<file path="config.mk">
export PLATFORM = sky130hd
export DESIGN_NAME = kf_meas_sequencer_flat
export DESIGN_NICKNAME = d
export VERILOG_FILES = /design/src/rtl/kf_pkg.sv /design/src/rtl/kf_meas_sequencer_if.sv /design/src/rtl/kf_sample_fifo.sv /design/src/rtl/kf_meas_sequencer.sv /design/src/flat_wrapper.sv
export SDC_FILE = /design/constraint.sdc
export NUM_CORES = 1
export LEC_CHECK = 0
export ABC_AREA = 1
export CORE_MARGIN = 3
export CORE_UTILIZATION = 45
export CTS_BUF_LIST = sky130_fd_sc_hd__clkbuf_2
export DETAILED_ROUTE_END_ITERATION = 8
export MAX_ROUTING_LAYER = met4
export PLACE_DENSITY = 0.69
export SLEW_MARGIN = 25
export SYNTH_ARGS = -nofsm -noshare
export SYNTH_HDL_FRONTEND = slang
export SYNTH_SLANG_ARGS = --single-unit
</file>
<file path="constraint.sdc">
create_clock -name clk -period 2.2 [get_ports clk]
set_input_delay 0.33 -clock clk [delete_from_list [all_inputs] [get_ports clk]]
set_output_delay 0.33 -clock clk [all_outputs]
set_load 0.05 [all_outputs]
</file>
<file path="src/rtl/kf_pkg.sv">
// kf_pkg: filter-format defaults, sequencer state type and the raw-to-fixed-point alignment helper
package kf_pkg;
  localparam int KF_WIDTH = 16;
  localparam int KF_INT_DIGITS = 8;
  typedef enum logic [1:0] {IDLE, LOAD, RUN} seq_state_t;
  function automatic logic signed [63:0] sat_align(input logic signed [63:0] raw, input int in_frac, input int frac, input int width);
    logic signed [63:0] v, hi, lo;
    v = raw <<< (frac - in_frac);
    hi = (64'sd1 <<< (width - 1)) - 64'sd1;
    lo = -hi - 64'sd1;
    return (v > hi) ? hi : (v < lo) ? lo : v;
  endfunction
endpackage

</file>
<file path="src/rtl/kf_meas_sequencer_if.sv">
// kf_meas_sequencer_if: valid/ready stream carrying one raw ADC sample set (inputs U, measurements Y)
interface kf_meas_sequencer_if #(
  parameter int noi = 1,
  parameter int noo = 1,
  parameter int ADC_W = 14
);
  logic s_valid;
  logic s_ready;
  logic [noi*ADC_W-1:0] s_u;
  logic [noo*ADC_W-1:0] s_y;
  modport master (output s_valid, s_u, s_y, input s_ready);
  modport slave (input s_valid, s_u, s_y, output s_ready);
endinterface

</file>
<file path="src/rtl/kf_sample_fifo.sv">
// kf_sample_fifo: synchronous sample-set buffer exposing full, empty and occupancy level
module kf_sample_fifo #(
  parameter int W = 28,
  parameter int DEPTH = 4,
  localparam int AW = $clog2(DEPTH)
) (
  input  logic         clk,
  input  logic         reset,
  input  logic         push_i,
  input  logic         pop_i,
  input  logic [W-1:0] din_i,
  output logic [W-1:0] dout_o,
  output logic         full_o,
  output logic         empty_o,
  output logic [AW:0]  level_o
);
  logic [W-1:0] mem_q [DEPTH];
  logic [AW-1:0] wr_q, rd_q;
  logic [AW:0] level_q;
  logic do_push, do_pop;
  assign full_o = level_q == (AW+1)'(DEPTH);
  assign empty_o = level_q == '0;
  assign do_push = push_i && !full_o;
  assign do_pop = pop_i && !empty_o;
  assign dout_o = mem_q[rd_q];
  assign level_o = level_q;
  always_ff @(posedge clk)
    if (do_push) mem_q[wr_q] <= din_i;
  always_ff @(posedge clk)
    if (!reset) begin
      wr_q <= '0;
      rd_q <= '0;
      level_q <= '0;
    end else begin
      if (do_push) wr_q <= wr_q + 1'b1;
      if (do_pop) rd_q <= rd_q + 1'b1;
      level_q <= level_q + (AW+1)'(do_push) - (AW+1)'(do_pop);
    end
endmodule

</file>
<file path="src/rtl/kf_meas_sequencer.sv">
// kf_meas_sequencer: buffers raw ADC sample sets, converts them to filter fixed point
// and paces the Kalman filter with one STEP_CYCLES-long enable burst per set
module kf_meas_sequencer import kf_pkg::*; #(
  parameter int WIDTH = KF_WIDTH,
  parameter int intDigits = KF_INT_DIGITS,
  parameter int noi = 1,
  parameter int noo = 1,
  parameter int ADC_W = 14,
  parameter int IN_FRAC = 4,
  parameter int FIFO_DEPTH = 4,
  parameter int STEP_CYCLES = 64,
  localparam int FRAC = WIDTH - intDigits,
  localparam int LW = $clog2(FIFO_DEPTH) + 1,
  localparam int CW = $clog2(STEP_CYCLES) + 1
) (
  input  logic                      clk,
  input  logic                      reset,
  input  logic                      clk_en_i,
  kf_meas_sequencer_if.slave        s_if,
  output logic [noi-1:0][WIDTH-1:0] u_o,
  output logic [noo-1:0][WIDTH-1:0] y_o,
  output logic                      kf_en_o,
  output logic                      busy_o,
  output logic                      starve_o,
  output logic [15:0]               step_cnt_o,
  output logic [LW-1:0]             fifo_level_o
);
  localparam int FW = (noi + noo) * ADC_W;
  seq_state_t state_q;
  logic [CW-1:0] cyc_q;
  logic [noi-1:0][WIDTH-1:0] u_q, u_d;
  logic [noo-1:0][WIDTH-1:0] y_q, y_d;
  logic [15:0] step_q;
  logic starve_q;
  logic [FW-1:0] fifo_dout;
  logic full, empty, last;
  kf_sample_fifo #(.W(FW), .DEPTH(FIFO_DEPTH)) u_fifo (
    .clk     (clk),
    .reset   (reset),
    .push_i  (s_if.s_valid && s_if.s_ready),
    .pop_i   (clk_en_i && state_q == LOAD),
    .din_i   ({s_if.s_y, s_if.s_u}),
    .dout_o  (fifo_dout),
    .full_o  (full),
    .empty_o (empty),
    .level_o (fifo_level_o)
  );
  assign s_if.s_ready = reset && !full;
  // head-of-FIFO conversion; only captured on LOAD so U/Y stay frozen through RUN
  for (genvar i = 0; i < noi; i++) begin : g_u
    assign u_d[i] = WIDTH'(sat_align(64'(signed'(fifo_dout[i*ADC_W +: ADC_W])), IN_FRAC, FRAC, WIDTH));
  end
  for (genvar i = 0; i < noo; i++) begin : g_y
    assign y_d[i] = WIDTH'(sat_align(64'(signed'(fifo_dout[(noi+i)*ADC_W +: ADC_W])), IN_FRAC, FRAC, WIDTH));
  end
  assign last = cyc_q == CW'(STEP_CYCLES - 1);
  always_ff @(posedge clk)
    if (!reset) begin
      state_q <= IDLE;
      cyc_q <= '0;
      u_q <= '0;
      y_q <= '0;
      step_q <= '0;
      starve_q <= 1'b0;
    end else if (clk_en_i)
      case (state_q)
        IDLE: if (!empty) state_q <= LOAD;
        LOAD: begin
          u_q <= u_d;
          y_q <= y_d;
          cyc_q <= '0;
          state_q <= RUN;
        end
        RUN: if (last) begin
          step_q <= step_q + 16'd1;
          if (!empty) state_q <= LOAD;
          else begin
            state_q <= IDLE;
            if (step_q != '0) starve_q <= 1'b1;
          end
        end else cyc_q <= cyc_q + 1'b1;
        default: state_q <= IDLE;
      endcase
  assign u_o = u_q;
  assign y_o = y_q;
  assign kf_en_o = clk_en_i && state_q == RUN;
  assign busy_o = state_q != IDLE;
  assign starve_o = starve_q;
  assign step_cnt_o = step_q;
endmodule

</file>
<file path="src/flat_wrapper.sv">
// flat-port wrapper written by rule: the top's interface ports become plain ports
module kf_meas_sequencer_flat import kf_pkg::*;
#(
  parameter int WIDTH = KF_WIDTH,
  parameter int intDigits = KF_INT_DIGITS,
  parameter int noi = 1,
  parameter int noo = 1,
  parameter int ADC_W = 14,
  parameter int IN_FRAC = 4,
  parameter int FIFO_DEPTH = 4,
  parameter int STEP_CYCLES = 64,
  localparam int FRAC = WIDTH - intDigits,
  localparam int LW = $clog2(FIFO_DEPTH) + 1,
  localparam int CW = $clog2(STEP_CYCLES) + 1
)
  (clk, reset, clk_en_i, u_o, y_o, kf_en_o, busy_o, starve_o, step_cnt_o, fifo_level_o, s_if_s_valid, s_if_s_u, s_if_s_y, s_if_s_ready);
  kf_meas_sequencer_if #(.noi(noi), .noo(noo), .ADC_W(ADC_W)) s_if_i ();
  input  logic clk;
  input  logic reset;
  input  logic clk_en_i;
  output logic [noi-1:0][WIDTH-1:0] u_o;
  output logic [noo-1:0][WIDTH-1:0] y_o;
  output logic kf_en_o;
  output logic busy_o;
  output logic starve_o;
  output logic [15:0] step_cnt_o;
  output logic [LW-1:0] fifo_level_o;
  input wire logic [$bits(s_if_i.s_valid)-1:0] s_if_s_valid;
  input wire logic [$bits(s_if_i.s_u)-1:0] s_if_s_u;
  input wire logic [$bits(s_if_i.s_y)-1:0] s_if_s_y;
  output wire logic [$bits(s_if_i.s_ready)-1:0] s_if_s_ready;
  assign s_if_i.s_valid = s_if_s_valid;
  assign s_if_i.s_u = s_if_s_u;
  assign s_if_i.s_y = s_if_s_y;
  assign s_if_s_ready = s_if_i.s_ready;
  kf_meas_sequencer #(.WIDTH(WIDTH), .intDigits(intDigits), .noi(noi), .noo(noo), .ADC_W(ADC_W), .IN_FRAC(IN_FRAC), .FIFO_DEPTH(FIFO_DEPTH), .STEP_CYCLES(STEP_CYCLES)) u_core (.clk(clk), .reset(reset), .clk_en_i(clk_en_i), .s_if(s_if_i), .u_o(u_o), .y_o(y_o), .kf_en_o(kf_en_o), .busy_o(busy_o), .starve_o(starve_o), .step_cnt_o(step_cnt_o), .fifo_level_o(fifo_level_o));
endmodule
</file>
==> run summary <==
r2r endpoint: u_core.u_fifo.level_o[2]
Syn Area/Cell: 8.67 µm²
flop-to-flop setup slack: 0.31 ns
Total Routing Usage GR: 18.8%
wire per inst: 13.5 µm
Reg-to-Reg Start: u_core.u_fifo.level_o[1]
most frequent cell after synthesis: nand2_1
first-pass GRT wire length: 26.2 mm
max incr delay on CP: 0.53 ns
Worst-Skew Late Latency: 0.72 ns
Post-synth top flop: edfxtp_1
share of cells above drive strength 1: 9.30%
Post-layout nets: 1007
Worst VDD drop: 0.504 mV
Hold Path Class: in -> reg
initial core utilization: 46.9%
CTS tree: yes
R2R cell count: 11
core area: 16200 µm²
Post-synth ARST share: 0%
CP top delay family: buffers and inverters
top cell type's share of synthesized area: 44.3%
NetSw: 1.90 mW
Clock power frac: 26.9%
status: completed
cells along the critical path: clkdlybuf4s15_1
post-cts hold buffer count: 0
Max Cap Viol: 0
IO Port Bufs: 86
wirelength, routed: 16.1 mm
Worst slew margin: 64.7%
clock period minus worst slack: 2.05 ns
YS warnings: 0
WS Path Type: reg -> out
most instantiated cells after synthesis: nand2_1, edfxtp_1, nor2_1
worst path required time: 1.87 ns
Critical Path Source: u_core.step_cnt_o[7]
Final Hold Fails: 0
synthesis-stage register bit count: 173
Post-Synthesis Cells: 875
Rows: 46
synth unique cells: 29
switching part of the total: 29.8%
Syn Nets: 917
gpl congestion: 0.810
Reg clk slew, reported paths: 0.26 ns
IO Pins: 87
total area of sequential cells: 4590 µm²
vias per inst: 4.81
die height: 136 µm
Yosys top cell by area: edfxtp_1
Pins Over Slew Limit: 0
TritonCTS Buffers: 17
first drt pass iteration count: 6
# DRC: 0
CP max stage cell: clkdlybuf4s15_1
actual slew at the worst max-slew pin: 0.532 ns
HPWL after DPL: 10.6 mm
largest cells by area after synthesis: edfxtp_1, nand2_1, dfxtp_1
met3 usage: 4.96%
busiest layer in global routing: met2
crit end category: primary output
setup violators final: 0
grt total ovfl: 0
largest net degree at the start of global routing: 39
vias in the first global route: 5425
initial antenna violation count: 1
power density cells: 712 nW/µm²
clk sink count: 173
Multi-input gate area: 2570 µm²
vias: 5747
fmax: 488 MHz
H-tree levels: 4
Clock Tree Root: clkbuf_2
area grow syn2layout: 18.4%
met2 Usage GRT: 29.6%
combinational share of power: 15.7%
met1 global-route usage: 24.0%
worst clock skew: 0.0333 ns
Max clock buf depth: 2
Leak: 3.96 nW
Critical Path Sink: step_cnt_o[7]
Final Core Density: 55.5%
RSZ-0062 raised after global routing: false
Worst setup SP type: flip-flop
worst path buffer plus inverter count: 1
synthesized cell area: 7580 µm²
First DRT Iteration DRCs: 491
Post-CTS Setup Inserts: 0
Int Power: 4.48 mW
Post-synth EDFFs: 112
sequential power share: 57.5%
hold slack: 0.200 ns
Fillers: 1455
critical path depth in cells: 1
Die Area: 18400 µm²
Die X: 136 µm
Crit Path Max Fanout: 5
post-route clock period utilization: 93.2%
CP Data Arrival Time: 1.72 ns
post-synthesis sequential area ratio: 60.4%
remaining antenna violation count: 0
## flip-flops by register name, indices dropped and copies added (netlist names), named ones only
register,cells
u_core.cyc_q,7
u_core.starve_o,1
u_core.state_q,2
u_core.step_cnt_o,16
u_core.u_fifo.level_o,3
u_core.u_fifo.mem_q,112
u_core.u_fifo.rd_q,2
u_core.u_fifo.wr_q,2
u_core.u_o,13
u_core.y_o,13
## cell usage in the layout (no fill, tap or decap), drive strengths merged
master         instances
dlygate4sd2           42
clkbuf                25
edfxtp               112
nand3                 26
nand3b                 2
inv                   70
fa                     1
nor3                   6
ha                     9
clkinv                 3
dfxtp                 61
diode                  1
nand4                  8
clkinvlp               2
a21oi                 47
o21bai                 1
bufinv                 2
a31oi                  2
o2111a                 1
nand2                384
nor2                  91
buf                   28
xor2                   2
o21ai                 17
clkdlybuf4s15          5
clkdlybuf4s50         31
## what timing repair did
action,in CTS,in global routing
cloned,0,0
gates resized for setup,57,15
endpoints found under the setup margin,53,9
## cells by family (layout without fill, tap and decap cells)
logic type / count (synthesis) / in the layout / synth area share (%)
and+or+nand+nor: 517 / 517 / 26.9
adders and majority gates: 10 / 10 / 1.75
buffers and inverters: 105 / 208 / 6.05
AOI/OAI and AO/OA: 68 / 68 / 4.64
other: 0 / 1 / 0
DFF: 173 / 173 / 60.4
xor gates and xnor gates: 2 / 2 / 0.231
## layout make-up
class / instances / area share [%]
flip-flops and latches: 173 / 51.2
clock buffers: 19 / 1.06
well taps: 216 / 3.01
diodes: 1 / 0.0279
repair buffers: 112 / 11.6
inverters: 64 / 2.70
clock inverters: 13 / 1.73
multi-input cells: 597 / 28.7
## through the flow
| step | setup TNS [ns] | cell area, µm² | cells | total power, mW | setup slack (ns) |
|---|---|---|---|---|---|
| finish | 0 | 8980 | 1195 | 6.39 | 0.150 |
| global route | 0 | 8980 | 1195 | 6.70 | 0.00302 |
| global placement | -0.580 | 8810 | 1162 | 4.78 | -0.183 |
| floorplan | -4.42 | 7630 | 875 | 4.41 | -0.0391 |
| CTS | 0 | 9000 | 1194 | 6.46 | 0.00870 |
| detailed placement | -0.902 | 8810 | 1162 | 4.79 | -0.189 |
## how the worst min path moves through the flow
stage	start	to	slack (ns)	cells past startpoint
after floorplan	s_if_s_u[0]	u_core.u_fifo.mem_q[0][0]	0.43	0
after global placement	u_core.starve_o	u_core.starve_o	0.44	2
after detailed placement	u_core.starve_o	u_core.starve_o	0.44	2
after CTS	s_if_s_y[3]	u_core.u_fifo.mem_q[1][17]	0.11	1
after global routing	s_if_s_y[3]	u_core.u_fifo.mem_q[1][17]	0.07	1
final	s_if_s_y[3]	u_core.u_fifo.mem_q[2][17]	0.20	1
## routing by layer
layer	share of wire (%)	routed length, µm	vias to the layer above
met5	0	0	-
met4	1.1	182	0
met3	5.9	954	13
met2	48	7670	138
met1	45	7300	2617
li1	-	-	2979
## power groups by stage
stage | clock network (mW) | logic, mW | registers (mW)
detailed placement | 0 | 1.05 | 3.74
CTS | 1.78 | 1.01 | 3.67
global placement | 0 | 1.04 | 3.74
global route | 1.90 | 1.11 | 3.69
finish | 1.72 | 1.00 | 3.67
floorplan | 0 | 0.509 | 3.91
Note: power is estimated with default switching activity, not from simulation.
